File: src/rtl/sr_drive_ctrl_if.sv
// rtl/sr_drive_ctrl_if.sv - command/drive bundle between requester, SR flop and sr_drive_ctrl
// Purpose: groups the request handshake, the flop feedback and the S/R drive/status
//   outputs so the controller and its user share one connection.
// Signals:
//   req_valid, req_op  : command from requester (op 1 = set, 0 = clear)
//   req_ready          : controller can accept (idle)
//   q_fb               : Q of the downstream SR flop
//   s, r               : registered drives into the SR flop
//   busy, done, err    : status; done/err are one-cycle pulses
//   err_cnt            : saturating count of err pulses
interface sr_drive_ctrl_if;
  logic       req_valid;
  logic       req_op;
  logic       req_ready;
  logic       q_fb;
  logic       s;
  logic       r;
  logic       busy;
  logic       done;
  logic       err;
  logic [7:0] err_cnt;

  modport master (
    output req_valid, req_op, q_fb,
    input  req_ready, s, r, busy, done, err, err_cnt
  );

  modport slave (
    input  req_valid, req_op, q_fb,
    output req_ready, s, r, busy, done, err, err_cnt
  );
endinterface

File: src/rtl/sr_drive_ctrl.sv
// rtl/sr_drive_ctrl.sv - pulse-width controlled S/R driver with Q check and error count
// Purpose: accepts set/clear commands, pulses S or R for PULSE_CYCLES, checks the
//   flop Q for up to CHECK_TIMEOUT cycles, reports done/err, then idles GAP_CYCLES.
// Ports:
//   i_clk   : clock, all logic on posedge
//   i_rst_n : asynchronous active-low reset
//   bus     : sr_drive_ctrl_if.slave (request in, q_fb in, drives/status out)
module sr_drive_ctrl #(
  parameter int PULSE_CYCLES  = 2,
  parameter int CHECK_TIMEOUT = 4,
  parameter int GAP_CYCLES    = 1
) (
  input  logic          i_clk,
  input  logic          i_rst_n,
  sr_drive_ctrl_if.slave bus
);

  localparam int PW = $clog2(PULSE_CYCLES + 1);
  localparam int TW = $clog2(CHECK_TIMEOUT + 1);
  // a zero-length gap still needs a legal (unused) counter width
  localparam int GW = (GAP_CYCLES > 0) ? $clog2(GAP_CYCLES + 1) : 1;

  localparam logic [1:0] ST_IDLE  = 2'd0;
  localparam logic [1:0] ST_DRIVE = 2'd1;
  localparam logic [1:0] ST_CHECK = 2'd2;
  localparam logic [1:0] ST_GAP   = 2'd3;

  logic [1:0]    r_state;
  logic          r_op;
  logic          r_s;
  logic          r_r;
  logic          r_done;
  logic          r_err;
  logic [7:0]    r_err_cnt;
  logic [PW-1:0] r_pulse_cnt;
  logic [TW-1:0] r_chk_cnt;
  logic [GW-1:0] r_gap_cnt;
  logic [1:0]    w_after_check;

  // with no gap the result pulse lands in the first idle cycle
  assign w_after_check = (GAP_CYCLES == 0) ? ST_IDLE : ST_GAP;

  always_ff @(posedge i_clk or negedge i_rst_n) begin
    if (!i_rst_n) begin
      r_state     <= ST_IDLE;
      r_op        <= 1'b0;
      r_s         <= 1'b0;
      r_r         <= 1'b0;
      r_done      <= 1'b0;
      r_err       <= 1'b0;
      r_err_cnt   <= 8'd0;
      r_pulse_cnt <= '0;
      r_chk_cnt   <= '0;
      r_gap_cnt   <= '0;
    end else begin
      r_done <= 1'b0;
      r_err  <= 1'b0;
      case (r_state)
        ST_IDLE: begin
          if (bus.req_valid) begin
            r_op <= bus.req_op;
            if (bus.req_op == bus.q_fb) begin
              // flop already holds the commanded value: complete without a pulse
              r_done <= 1'b1;
            end else begin
              r_state     <= ST_DRIVE;
              r_s         <= bus.req_op;
              r_r         <= ~bus.req_op;
              r_pulse_cnt <= '0;
            end
          end
        end
        ST_DRIVE: begin
          if (r_pulse_cnt == PW'(PULSE_CYCLES - 1)) begin
            // both drives drop together, so S and R can never overlap
            r_s       <= 1'b0;
            r_r       <= 1'b0;
            r_chk_cnt <= '0;
            r_state   <= ST_CHECK;
          end else begin
            r_pulse_cnt <= r_pulse_cnt + PW'(1);
          end
        end
        ST_CHECK: begin
          if (bus.q_fb == r_op) begin
            r_done    <= 1'b1;
            r_gap_cnt <= '0;
            r_state   <= w_after_check;
          end else if (r_chk_cnt == TW'(CHECK_TIMEOUT - 1)) begin
            r_err <= 1'b1;
            if (r_err_cnt != 8'hFF) begin
              r_err_cnt <= r_err_cnt + 8'd1;
            end
            r_gap_cnt <= '0;
            r_state   <= w_after_check;
          end else begin
            r_chk_cnt <= r_chk_cnt + TW'(1);
          end
        end
        ST_GAP: begin
          if (r_gap_cnt == GW'(GAP_CYCLES - 1)) begin
            r_state <= ST_IDLE;
          end else begin
            r_gap_cnt <= r_gap_cnt + GW'(1);
          end
        end
        default: r_state <= ST_IDLE;
      endcase
    end
  end

  assign bus.req_ready = (r_state == ST_IDLE);
  assign bus.busy      = (r_state != ST_IDLE);
  assign bus.s         = r_s;
  assign bus.r         = r_r;
  assign bus.done      = r_done;
  assign bus.err       = r_err;
  assign bus.err_cnt   = r_err_cnt;

endmodule
File: src/flat_wrapper.sv
// flat-port wrapper written by rule: the top's interface ports become plain ports
module sr_drive_ctrl_flat 
#(
  parameter int PULSE_CYCLES  = 2,
  parameter int CHECK_TIMEOUT = 4,
  parameter int GAP_CYCLES    = 1
)
  (i_clk, i_rst_n, bus_req_valid, bus_req_op, bus_q_fb, bus_req_ready, bus_s, bus_r, bus_busy, bus_done, bus_err, bus_err_cnt);
  sr_drive_ctrl_if bus_i ();
  input  logic i_clk;
  input  logic i_rst_n;
  input wire logic [$bits(bus_i.req_valid)-1:0] bus_req_valid;
  input wire logic [$bits(bus_i.req_op)-1:0] bus_req_op;
  input wire logic [$bits(bus_i.q_fb)-1:0] bus_q_fb;
  output wire logic [$bits(bus_i.req_ready)-1:0] bus_req_ready;
  output wire logic [$bits(bus_i.s)-1:0] bus_s;
  output wire logic [$bits(bus_i.r)-1:0] bus_r;
  output wire logic [$bits(bus_i.busy)-1:0] bus_busy;
  output wire logic [$bits(bus_i.done)-1:0] bus_done;
  output wire logic [$bits(bus_i.err)-1:0] bus_err;
  output wire logic [$bits(bus_i.err_cnt)-1:0] bus_err_cnt;
  assign bus_i.req_valid = bus_req_valid;
  assign bus_i.req_op = bus_req_op;
  assign bus_i.q_fb = bus_q_fb;
  assign bus_req_ready = bus_i.req_ready;
  assign bus_s = bus_i.s;
  assign bus_r = bus_i.r;
  assign bus_busy = bus_i.busy;
  assign bus_done = bus_i.done;
  assign bus_err = bus_i.err;
  assign bus_err_cnt = bus_i.err_cnt;
  sr_drive_ctrl #(.PULSE_CYCLES(PULSE_CYCLES), .CHECK_TIMEOUT(CHECK_TIMEOUT), .GAP_CYCLES(GAP_CYCLES)) u_core (.i_clk(i_clk), .i_rst_n(i_rst_n), .bus(bus_i));
endmodule
File: config.mk
export PLATFORM = sky130hd
export DESIGN_NAME = sr_drive_ctrl_flat
export DESIGN_NICKNAME = d
export VERILOG_FILES = /design/src/rtl/sr_drive_ctrl_if.sv /design/src/rtl/sr_drive_ctrl.sv /design/src/flat_wrapper.sv
export SDC_FILE = /design/constraint.sdc
export NUM_CORES = 1
export LEC_CHECK = 0
export ABC_AREA = 0
export CORE_MARGIN = 3
export CORE_UTILIZATION = 46
export DETAILED_ROUTE_END_ITERATION = 8
export PLACE_DENSITY = 0.77
export SYNTH_ARGS = -nofsm -noshare
export SYNTH_HDL_FRONTEND = slang
export SYNTH_SLANG_ARGS = --single-unit
File: constraint.sdc
create_clock -name i_clk -period 1.78 [get_ports i_clk]
set_input_delay 0.445 -clock i_clk [delete_from_list [all_inputs] [get_ports i_clk]]
set_output_delay 0.445 -clock i_clk [all_outputs]
set_load 0.01 [all_outputs]
# [After elaboration in Yosys (flattened, before gate mapping)]
# Index checks and enable logic that the tools add are counted.
[totals] register_bits=21 latch_bits=0 ramBits=0 rom_bits=0 out_inout_bits=14 wordCells=77 memories=0
[op_classes] add_sub_neg=4 mul=0 div_mod_pow=0 magnitude_cmp=0 n_eq_ne=16 n_shift=0 mux=33 bitwise_logic=2 reduce_logical=12
[ops] operator="$mux 2" n=9
[ops] operator="$reduce_and 4->1" n=4
[ops] operator="$mux 1" n=14
[ops] operator="$ne 2x2->1 const B" n=6
[ops] operator="$mux 3" n=3
[ops] operator="$add 8x1->8 const B" n=1
[ops] operator="$ne 8x8->1 const B" n=1
[ops] operator="$pmux 1 s2" n=4
[ops] operator="$pmux 2 s4" n=1
[ops] operator="$reduce_bool 2->1" n=4
[ops] operator="$pmux 3 s2" n=1
[ops] operator="$reduce_and 5->1" n=1
[ops] operator="$eq 2x1->1 const B" n=2
[ops] operator="$eq 2x2->1 const B" n=2
[ops] operator="$pmux 2 s2" n=1
[ops] operator="$reduce_and 2->1" n=2
[ops] operator="$add 3x1->3 const B" n=1
[ops] operator="$eq 3x2->1 const B" n=1
[ops] operator="$ne 3x1->1 const B" n=1
[ops] operator="$add 2x1->2 const B" n=1
[ops] operator="$eq 1x1->1" n=2
[ops] operator="$logic_not 2->1" n=1
[ops] operator="$ne 2x1->1 const B" n=1
[ops] operator="$not 1->1" n=2
[ops] operator="$add 1x1->1 const B" n=1

# [Longest topological paths before layout]
# Gate-level depths: netlist of run 1.
[depth] depth_word=4 depth_mapped=7

# [Least setup slack after synthesis of run 1]
# OpenSTA, ideal clock, no wires.
[synth_timing] path_type="reg-to-reg" start="register u_core.r_state[0]" end="register u_core.r_err_cnt[7], in the netlist u_core.bus.err_cnt[7]" setup_time_ps=128 t_arrival_ps=1601 required_time_ps=1652 setup_slack_ps=52 path_stages_with_launch=8 path_buffers=1 path_cell_list="dfrtp_1 -> inv_1 -> ha_1 -> clkbuf_1 -> nand2_1 -> nor3_2 -> nand3_1 -> mux2_1"
[synth_between] elab_chain_len=2
[synth_lines] item="start: declaration" line="sr_drive_ctrl.sv:28" rtl="logic [1:0] r_state;"
[synth_lines] item="start signal: assignment" line="sr_drive_ctrl.sv:88" rtl="r_state <= w_after_check;"
[synth_lines] item="start signal: assignment" line="sr_drive_ctrl.sv:95" rtl="r_state <= w_after_check;"
[synth_lines] item="$eq 2x2->1" line="sr_drive_ctrl.sv:58" rtl="case (r_state)"
[synth_lines] item="$reduce_and 4->1 (no line)"
[synth_lines] item="end signal: assignment" line="sr_drive_ctrl.sv:92" rtl="r_err_cnt <= r_err_cnt + 8'd1;"
[synth_lines] item="end: declaration" line="sr_drive_ctrl.sv:34" rtl="logic [7:0] r_err_cnt;"
# Every way passes these cells.
# A chain may end at the register's enable or synchronous reset.

# [Final worst setup path of run 1]
[layout_timing] start="register u_core.r_err_cnt[6], in the netlist u_core.bus.err_cnt[6]" end="output port bus_err_cnt[6]"
[layout_lines] item="end: declaration" line="flat_wrapper.sv:21" rtl="output wire logic [$bits(bus_i.err_cnt)-1:0] bus_err_cnt;"
# No word-level cell between the ends.

==> metrics.md, run 1 <==
| Metric | Value |
|---|---|
| Initial Util | 0.517 |
| Max frequency | 583 MHz |
| LEAKAGE | 0.717 nW |
| Critical Path End Type | output pin |
| Layout Cell Area excl Fill | 0.00150 mm² |
| Main combinational cell family by area after synthesis | simple AND/OR/NAND/NOR gates |
| Die Wd | 54.6 µm |
| Register-to-register setup slack | 0.08 ns |
| First-pass GRT wire length | 3750 µm |
| Worst min path class | primary input to async pin |
| DP Area | 0.00140 mm² |
| Number of core rows | 16 |
| Final Hold Viols | 0 |
| Worst path bufs/invs | 1 |
| Post-DP HPWL | 1640 µm |
| DRT antenna net count | 0 |
| Worst path cell trace | clkdlybuf4s50_1 |
| Final worst-path cycle share | 0.964 |
| DR vias | 884 |
| Die Ht | 54.6 µm |
| Met2 WL | 1000 µm |
| Levels on crit path | 1 |
| Kind of critical path | flop to output pin |
| Post-route minimum period | 1.72 ns |
| Uppermost layer routed | met4 |
| Final Hold Slack | 0.471 ns |
| Data required, critical path | 1.33 ns |
| Non-filler cells, final | 172 |
| RD Place Congestion | 0.827 |
| Clock sinks | 20 |
| Post-synthesis mux area share | 0.0795 |
| Antenna cells | 0 |
| Final Power | 2.02 mW |
| Max-slew headroom | 0.770 |
| Run status | finished, final reports clean |
| Synth Area in Simple Gates | 0.184 |
| TritonCTS Buffers | 3 |
| Drt wl/cell | 12.6 µm |
| Flops & latches, synth | 20 |
| Syn_nets | 116 |
| Final #Nets | 159 |
| YS warnings | 0 |
| Crit-path slowest cell | clkdlybuf4s50_1 |
| Core Box Area | 0.00210 mm² |
| Reg clk slew, reported paths | 0.11 ns |
| Max FO, Critical Path | 4 |
| Layout cell share with drive strength beyond 1 | 0.248 |
| Clock tree from TritonCTS | done |
| Routed wl met3 | 111 µm |
| Number of global-route vias before repair | 881 |
| Synth Area per Inst | 10.5 µm² |
| Slew Viols, Final | 0 |
| Final core occ | 0.715 |
| Fraction of the mapped netlist area in compound gates | 0.0956 |
| Worst-case reg-to-reg path depth | 5 |
| Max VDD drop | 908 µV |
| Mapped Cells | 103 |
| Fillcell total | 158 |
| DP Cell Count | 161 |
| Power per Cell Area | 1340 mW/mm² |
| Detailed Route Iter0 Violations | 11 |
| P&R area growth vs syn | 38.5% |
| Drt total wl | 2170 µm |
| Total congestion overflow | 0 |
| DRT met1 WL | 1040 µm |
| PortBufs | 18 |
| Largest net degree at the start of global routing | 21 |
| Synth Area in Adders | 0.0922 |
| GRT Resource Usage Total | 0.173 |
| Distinct cells, synth | 34 |
| Synth Cell Area | 0.00109 mm² |
| Crit path from | u_core.bus.err_cnt[6] |
| Setup Skew | 0.00188 ns |
| Capturing point of the worst reg2reg path | u_core.r_state[1] |
| DR vias/cell | 5.14 |
| Crit-path max cell delay | 0.56 ns |
| Setup violators final | 0 |
| Delay-heaviest family, CP | buffers and inverters |
| Post-synthesis share of cell area spent on xor and xnor gates | 0.0565 |
| CP Launch Type | flop |
| Die ar. | 0.00298 mm² |
| Max cap viols | 0 |
| H-tree levels | 1 |
| Reg-to-Reg Start | u_core.r_state[1] |
| I/O pin cnt | 19 |
| Hold Buf Count CTS | 0 |
| Max Root-Sink Buffers | 2 |
| Worst-margin pin slew | 0.341 ns |
| Clock Latency Late Sink | 0.30 ns |
| Drt drc | 0 |
| Worst EP arrival | 1.27 ns |
| Root Driver | clkbuf_4 |
| Share of the yosys chip area belonging to registers | 0.461 |
| First-pass iteration count of the detailed router | 4 |
| Initial antenna violation count | 0 |
[logic make-up (layout without fill, tap and decap cells)]
group                      Yosys count  after routing
adders and majority gates            8              8
xor gates and xnor gates             7              7
DFF                                 20             20
AOI/OAI and AO/OA                   15             15
buffers and inverters                9             51
and+or+nand+nor                     36             36
muxes                                8              8
[metrics by stage]
stage,TNS [ns],worst slack (ns)
CTS,0,0.00636
finish,0,0.0649
detailed placement,-3.58,-0.346
global placement,-3.35,-0.297
global route,-0.0103,-0.0103
floorplan,0,0.0517
[synth_stat cells]
library cell   n  area [µm²]
dfrtp_1       20         500
nor4_1         1        6.26
nand3b_1       1        7.51
a21oi_1        4        20.0
o21ai_0        3        15.0
clkbuf_1       1        3.75
and2_1         2        12.5
nand2b_1       3        18.8
nor3_1         1        5.00
nor3b_1        2        15.0
nor3_2         1        10.0
and3_1         1        6.26
nor2_1         2        7.51
a211oi_2       1        12.5
mux2_1         2        22.5
ha_1           8         100
or2_2          1        6.26
a21oi_2        1        8.76
o311ai_0       1        8.76
nand3_1        5        25.0
a31oi_1        1        6.26
inv_1          8        30.0
nor2b_1        3        18.8
xnor2_1        2        17.5
nand4_1        1        6.26
nand2_1       10        37.5
o31ai_1        1        7.51
mux2i_1        3        30.0
o2bb2ai_1      2        17.5
mux2_2         3        33.8
xor2_1         5        43.8
and4_1         1        8.76
nand4b_1       1        8.76
o21a_1         1        7.51
[area by class of cell]
| class | count | area (µm²) | area share |
|---|---|---|---|
| sequential | 20 | 500 | 0.333 |
| inverter | 8 | 30.0 | 0.0200 |
| clock buffer | 4 | 36.3 | 0.0241 |
| multi-input combinational | 74 | 568 | 0.378 |
| tap | 27 | 33.8 | 0.0225 |
| timing repair buffer | 39 | 335 | 0.223 |
[sequential cells by signal (all words and copies together) (netlist names)]
register	count
u_core.bus.r	1
u_core.r_chk_cnt	3
u_core.bus.s	1
u_core.bus.done	1
u_core.r_op	1
u_core.bus.err	1
u_core.bus.err_cnt	8
u_core.r_state	2
u_core.r_pulse_cnt	2
[timing repair]
| item | in CTS | in global routing |
|---|---|---|
| endpoints found under the setup margin | 5 | 5 |
| gates resized for setup | 7 | 2 |
| cloned | 0 | 0 |
| setup buffers | 3 | 4 |
[routing by layer]
layer / vias up / global-route usage
met5: - / 0
met4: 0 / 0.0539
met3: 5 / 0.0381
met2: 24 / 0.281
met1: 411 / 0.227
li1: 444 / -
[worst max-delay path by stage]
| stage | endpoint | slack, ns |
|---|---|---|
| 6_report | bus_err_cnt[6] | 0.06 |
| 2_1_floorplan | u_core.bus.err_cnt[7] | 0.05 |
| 3_5_place_dp | u_core.bus.err_cnt[1] | -0.35 |
| 4_1_cts | bus_err_cnt[4] | 0.006 |
| 3_3_place_gp | u_core.bus.err_cnt[1] | -0.30 |
| 5_1_grt | u_core.bus.err_cnt[6] | -0.01 |
[power by group]
group,leakage [nW],internal (mW),switching [mW]
combinational,0.437,0.601,0.487
clock,0.0210,0.125,0.136
sequential,0.259,0.579,0.0938
[layout by cell type (no fill, tap or decap), types with 3 or more instances in the layout]
| cell type | netlist | layout |
|---|---|---|
| buf_4 | 0 | 21 |
| dfrtp_1 | 20 | 20 |
| clkdlybuf4s50_1 | 0 | 15 |
| nand2_1 | 10 | 10 |
| ha_1 | 8 | 7 |
| inv_1 | 8 | 6 |
| xor2_1 | 5 | 5 |
| nand3_1 | 5 | 5 |
| o21ai_0 | 3 | 3 |
| nand2b_1 | 3 | 3 |
| mux2_2 | 3 | 3 |
| nor2b_1 | 3 | 3 |
| a21oi_1 | 4 | 3 |
| mux2i_1 | 3 | 3 |
| clkbuf_4 | 0 | 3 |
No activity file was read; power rests on OpenSTA's default activity.
==> inputs of run 2 (changes only) <==
- CORE_MARGIN: 3 -> 2
==> metrics.md, run 2 (synthesis results as in run 1) <==
| Metric | Value |
|---|---|
| I/O pin cnt | 19 |
| Max FO, Critical Path | 4 |
| Detailed Route Iter0 Violations | 14 |
| Initial Util | 0.491 |
| Power per Cell Area | 1300 mW/mm² |
| Max VDD drop | 901 µV |
| Kind of critical path | flop to output pin |
| CP Launch Type | flop |
| Most frequent cells in the layout | 18 x dfrtp_1, 15 x clkdlybuf4s50_1, 15 x buf_4, 10 x nand2_1, 7 x ha_1 |
| Slew Viols, Final | 0 |
| First-pass GRT wire length | 3640 µm |
| Layout Cell Area excl Fill | 0.00146 mm² |
| Max reg flops | 8 |
| TritonCTS Buffers | 3 |
| Final Power | 1.89 mW |
| Root Driver | clkbuf_4 |
| Clock Latency Late Sink | 0.30 ns |
| Setup Slack @ Placement | -0.348 ns |
| Reg clk slew, reported paths | 0.11 ns |
| Core Box Area | 0.00221 mm² |
| Register-to-register setup slack | 0.11 ns |
| Initial antenna violation count | 0 |
| Max Root-Sink Buffers | 2 |
| Worst path cell trace | clkdlybuf4s50_1 |
| Crit-path max cell delay | 0.56 ns |
| PortBufs | 18 |
| Final Hold Viols | 0 |
| Worst min path class | primary input to async pin |
| Final #Nets | 153 |
| Setup violators final | 0 |
| DP Area | 0.00140 mm² |
| Drt total wl | 2060 µm |
| Layout cell share with drive strength beyond 1 | 0.232 |
| DRT met1 WL | 896 µm |
| Clock sinks | 20 |
| RD Place Congestion | 0.779 |
| Max-slew headroom | 0.796 |
| Most common cell after layout, fill and taps aside | dfrtp_1 |
| Met2 WL | 1040 µm |
| Drt wl/cell | 12.4 µm |
| Antenna cells | 0 |
| Final setup margin | 0.0518 ns |
| Fin Setup TNS | 0 ns |
| Critical Path End Type | output pin |
| Final worst-path cycle share | 0.971 |
| Post-route minimum period | 1.73 ns |
| Uppermost layer routed | met4 |
| DRT antenna net count | 0 |
| Number of global-route vias before repair | 865 |
| Die ar. | 0.00277 mm² |
| Worst path bufs/invs | 1 |
| Number of core rows | 17 |
| Routed wl met3 | 94 µm |
| GRT Resource Usage Total | 0.180 |
| Delay-heaviest family, CP | buffers and inverters |
| DR vias/cell | 5.16 |
| Data required, critical path | 1.33 ns |
| Post-DP HPWL | 1650 µm |
| Clock tree from TritonCTS | done |
| Max frequency | 579 MHz |
| Die Ht | 52.6 µm |
| Setup Skew | 0.00411 ns |
| Worst EP arrival | 1.28 ns |
| Largest net degree at the start of global routing | 21 |
| LEAKAGE | 0.679 nW |
| Max cap viols | 0 |
| Drt drc | 0 |
| DR vias | 857 |
| P&R area growth vs syn | 34.1% |
| Total congestion overflow | 0 |
| Die Wd | 52.6 µm |
| Worst-margin pin slew | 0.303 ns |
| Hold Buf Count CTS | 0 |
| Run status | finished, final reports clean |
| Final core occ | 0.658 |
| Crit-path slowest cell | clkdlybuf4s50_1 |
| First-pass iteration count of the detailed router | 4 |
| H-tree levels | 1 |
-- run 2: area by class of cell --
type / instances / area [µm²]
fill: 178 / 756
multi-input combinational: 74 / 576
clock buffer: 3 / 22.5
timing repair buffer: 33 / 290
tap: 28 / 35.0
inverter: 8 / 30.0
sequential: 20 / 503
-- run 2: what timing repair did --
| item | in CTS | in global routing |
|---|---|---|
| resized for setup | 6 | 6 |
| endpoints found under the setup margin | 3 | 7 |
| setup buffers | 0 | 2 |
| pin swaps | 0 | 1 |
-- run 2: power breakdown --
| group | leakage [nW] | internal [mW] | total [mW] | switching, mW |
|---|---|---|---|---|
| combinational | 0.409 | 0.543 | 1.00 | 0.460 |
| clock | 0.0138 | 0.0788 | 0.208 | 0.130 |
| sequential | 0.256 | 0.580 | 0.676 | 0.0966 |
-- run 2: stage by stage --
stage,hold WS (ns),std cells
after global routing,0.500,166
final,0.475,166
after CTS,0.485,164
after floorplan,0.149,103
after detailed placement,0.494,161
after global placement,0.491,161
-- run 2: worst paths after layout --
kind,startpoint,to,cells after the start
max,u_core.bus.err_cnt[0],bus_err_cnt[0],1
min,i_rst_n,u_core.bus.err,2
max reg2reg,u_core.r_chk_cnt[0],u_core.r_chk_cnt[0],5
min reg2reg,u_core.bus.err_cnt[6],u_core.bus.err_cnt[6],1
max in group asynchronous,i_rst_n,u_core.bus.err_cnt[4],2
min in group i_clk,u_core.bus.err_cnt[6],u_core.bus.err_cnt[6],1
-- run 2: metal layers --
metal | GRT usage | vias to the layer above
met5 | 0 | -
met4 | 0.0641 | 0
met3 | 0.0286 | 4
met2 | 0.335 | 21
met1 | 0.203 | 399
li1 | - | 433
==> inputs of run 3 (changes only) <==
- CORE_MARGIN: 2 -> default
- GPL_TIMING_DRIVEN: default -> 0
==> metrics.md, run 3 (synthesis results as in run 1) <==
| Metric | Value |
|---|---|
| Max Root-Sink Buffers | 2 |
| LEAKAGE | 0.667 nW |
| I/O pin cnt | 19 |
| Levels on crit path | 3 |
| Layout cell share with drive strength beyond 1 | 0.205 |
| Clock Latency Late Sink | 0.30 ns |
| Post-DP HPWL | 1470 µm |
| Worst path cell trace | inv_2 -> ha_4 -> dlygate4sd2_1 |
| Met2 WL | 1090 µm |
| CP Launch Type | flop |
| Die Ht | 50.6 µm |
| TritonCTS Buffers | 3 |
| Setup Slack @ Placement | -0.426 ns |
| Routed wl met3 | 85 µm |
| Layout Cell Area excl Fill | 0.00144 mm² |
| Crit path from | u_core.r_state[1] |
| Clock sinks | 20 |
| DRT antenna net count | 0 |
| Max-slew headroom | 0.399 |
| Final Hold Viols | 0 |
| DR vias | 846 |
| Initial antenna violation count | 0 |
| Kind of critical path | flop to output pin |
| DRT met1 WL | 908 µm |
| First-pass GRT wire length | 3610 µm |
| Most common cell after layout, fill and taps aside | dfrtp_1 |
| P&R area growth vs syn | 32.3% |
| GRT Resource Usage Total | 0.190 |
| H-tree levels | 1 |
| Slew Viols, Final | 0 |
| Number of global-route vias before repair | 817 |
| Max cap viols | 0 |
| Initial Util | 0.491 |
| Crit-path max cell delay | 0.46 ns |
| Final core occ | 0.649 |
| Drt drc | 0 |
| Setup Skew | 0.00727 ns |
| Number of core rows | 17 |
| Max reg flops | 8 |
| Detailed Route Iter0 Violations | 9 |
| Drt total wl | 2090 µm |
| Max frequency | 573 MHz |
| Worst Hold Depth | 1 |
| Reg-to-Reg Start | u_core.r_state[1] |
| Final #Nets | 146 |
| Delay-heaviest family, CP | flip-flops |
| Uppermost layer routed | met4 |
| Core Box Area | 0.00221 mm² |
| Drt wl/cell | 13.1 µm |
| Worst min path class | flop to flop |
| Root Driver | clkbuf_4 |
| Max VDD drop | 854 µV |
| Clock tree from TritonCTS | done |
| RD Place Congestion | 0.756 |
| Crit-path slowest cell | dfrtp_1 |
| Post-route minimum period | 1.74 ns |
| Largest net degree at the start of global routing | 21 |
| Most frequent cells in the layout | 20 x dfrtp_1, 15 x clkdlybuf4s50_1, 10 x nand2_1, 8 x buf_4 |
| Die Wd | 50.6 µm |
| Final worst-path cycle share | 0.980 |
| Run status | finished, final reports clean |
| Max FO, Critical Path | 5 |
| Final setup margin | 0.0357 ns |
| Reg clk slew, reported paths | 0.11 ns |
| Power per Cell Area | 1350 mW/mm² |
| HP Start | u_core.bus.err_cnt[6] |
| Setup violators final | 0 |
| Antenna cells | 0 |
| Final Hold Slack | 0.516 ns |
| Die ar. | 0.00256 mm² |
| First-pass iteration count of the detailed router | 4 |
| Hold Buf Count CTS | 0 |
| Critical Path End Type | output pin |
| DP Area | 0.00130 mm² |
| Total congestion overflow | 0 |
| DR vias/cell | 5.29 |
| Worst-margin pin slew | 0.899 ns |
| Worst EP arrival | 1.30 ns |
| Data required, critical path | 1.33 ns |
| Worst path bufs/invs | 2 |
| Worst-case reg-to-reg path depth | 5 |
| PortBufs | 18 |
==> run 3: cell type report <==
type / count / area, µm²
Fill cell: 190 / 776
Sequential cell: 20 / 500
Timing Repair Buffer: 26 / 233
Clock buffer: 4 / 36.3
Inverter: 8 / 30.0
Tap cell: 28 / 35.0
Multi-Input combinational cell: 74 / 602
==> run 3: through the flow <==
| step | std cells | setup TNS, ns | total power, mW |
|---|---|---|---|
| 2_1_floorplan | 103 | 0 | 1.21 |
| 3_3_place_gp | 149 | -3.02 | 1.47 |
| 3_5_place_dp | 149 | -3.59 | 1.51 |
| 4_1_cts | 153 | 0 | 1.82 |
| 5_1_grt | 160 | -0.0322 | 2.10 |
| 6_report | 160 | 0 | 1.94 |
==> run 3: path summary, 6_finish.rpt <==
check | to | slack, ns
min in group asynchronous | u_core.bus.err_cnt[0] | 0.64
max in group asynchronous | u_core.bus.err_cnt[5] | 0.59
worst max register to register | u_core.r_state[1] | 0.06
worst min register to register | u_core.bus.err_cnt[6] | 0.52
worst min-delay path | u_core.bus.err_cnt[6] | 0.52
worst max-delay path | bus_req_ready | 0.04
==> run 3: per-layer routing <==
layer	vias up	track usage
li1	413	-
met1	405	0.239
met2	26	0.327
met3	2	0.0364
met4	0	0.0556
met5	-	0
==> run 3: power breakdown <==
group	leakage [nW]	internal, mW	switching, mW
clock network	0.0210	0.125	0.139
logic	0.387	0.512	0.481
registers	0.259	0.579	0.106
total	0.667	1.22	0.726
==> run 3: what timing repair did <==
item	4_1_cts	5_1_grt
pin swaps	0	2
setup buffers	1	7
resized for setup	11	4
endpoints found under the setup margin	9	8
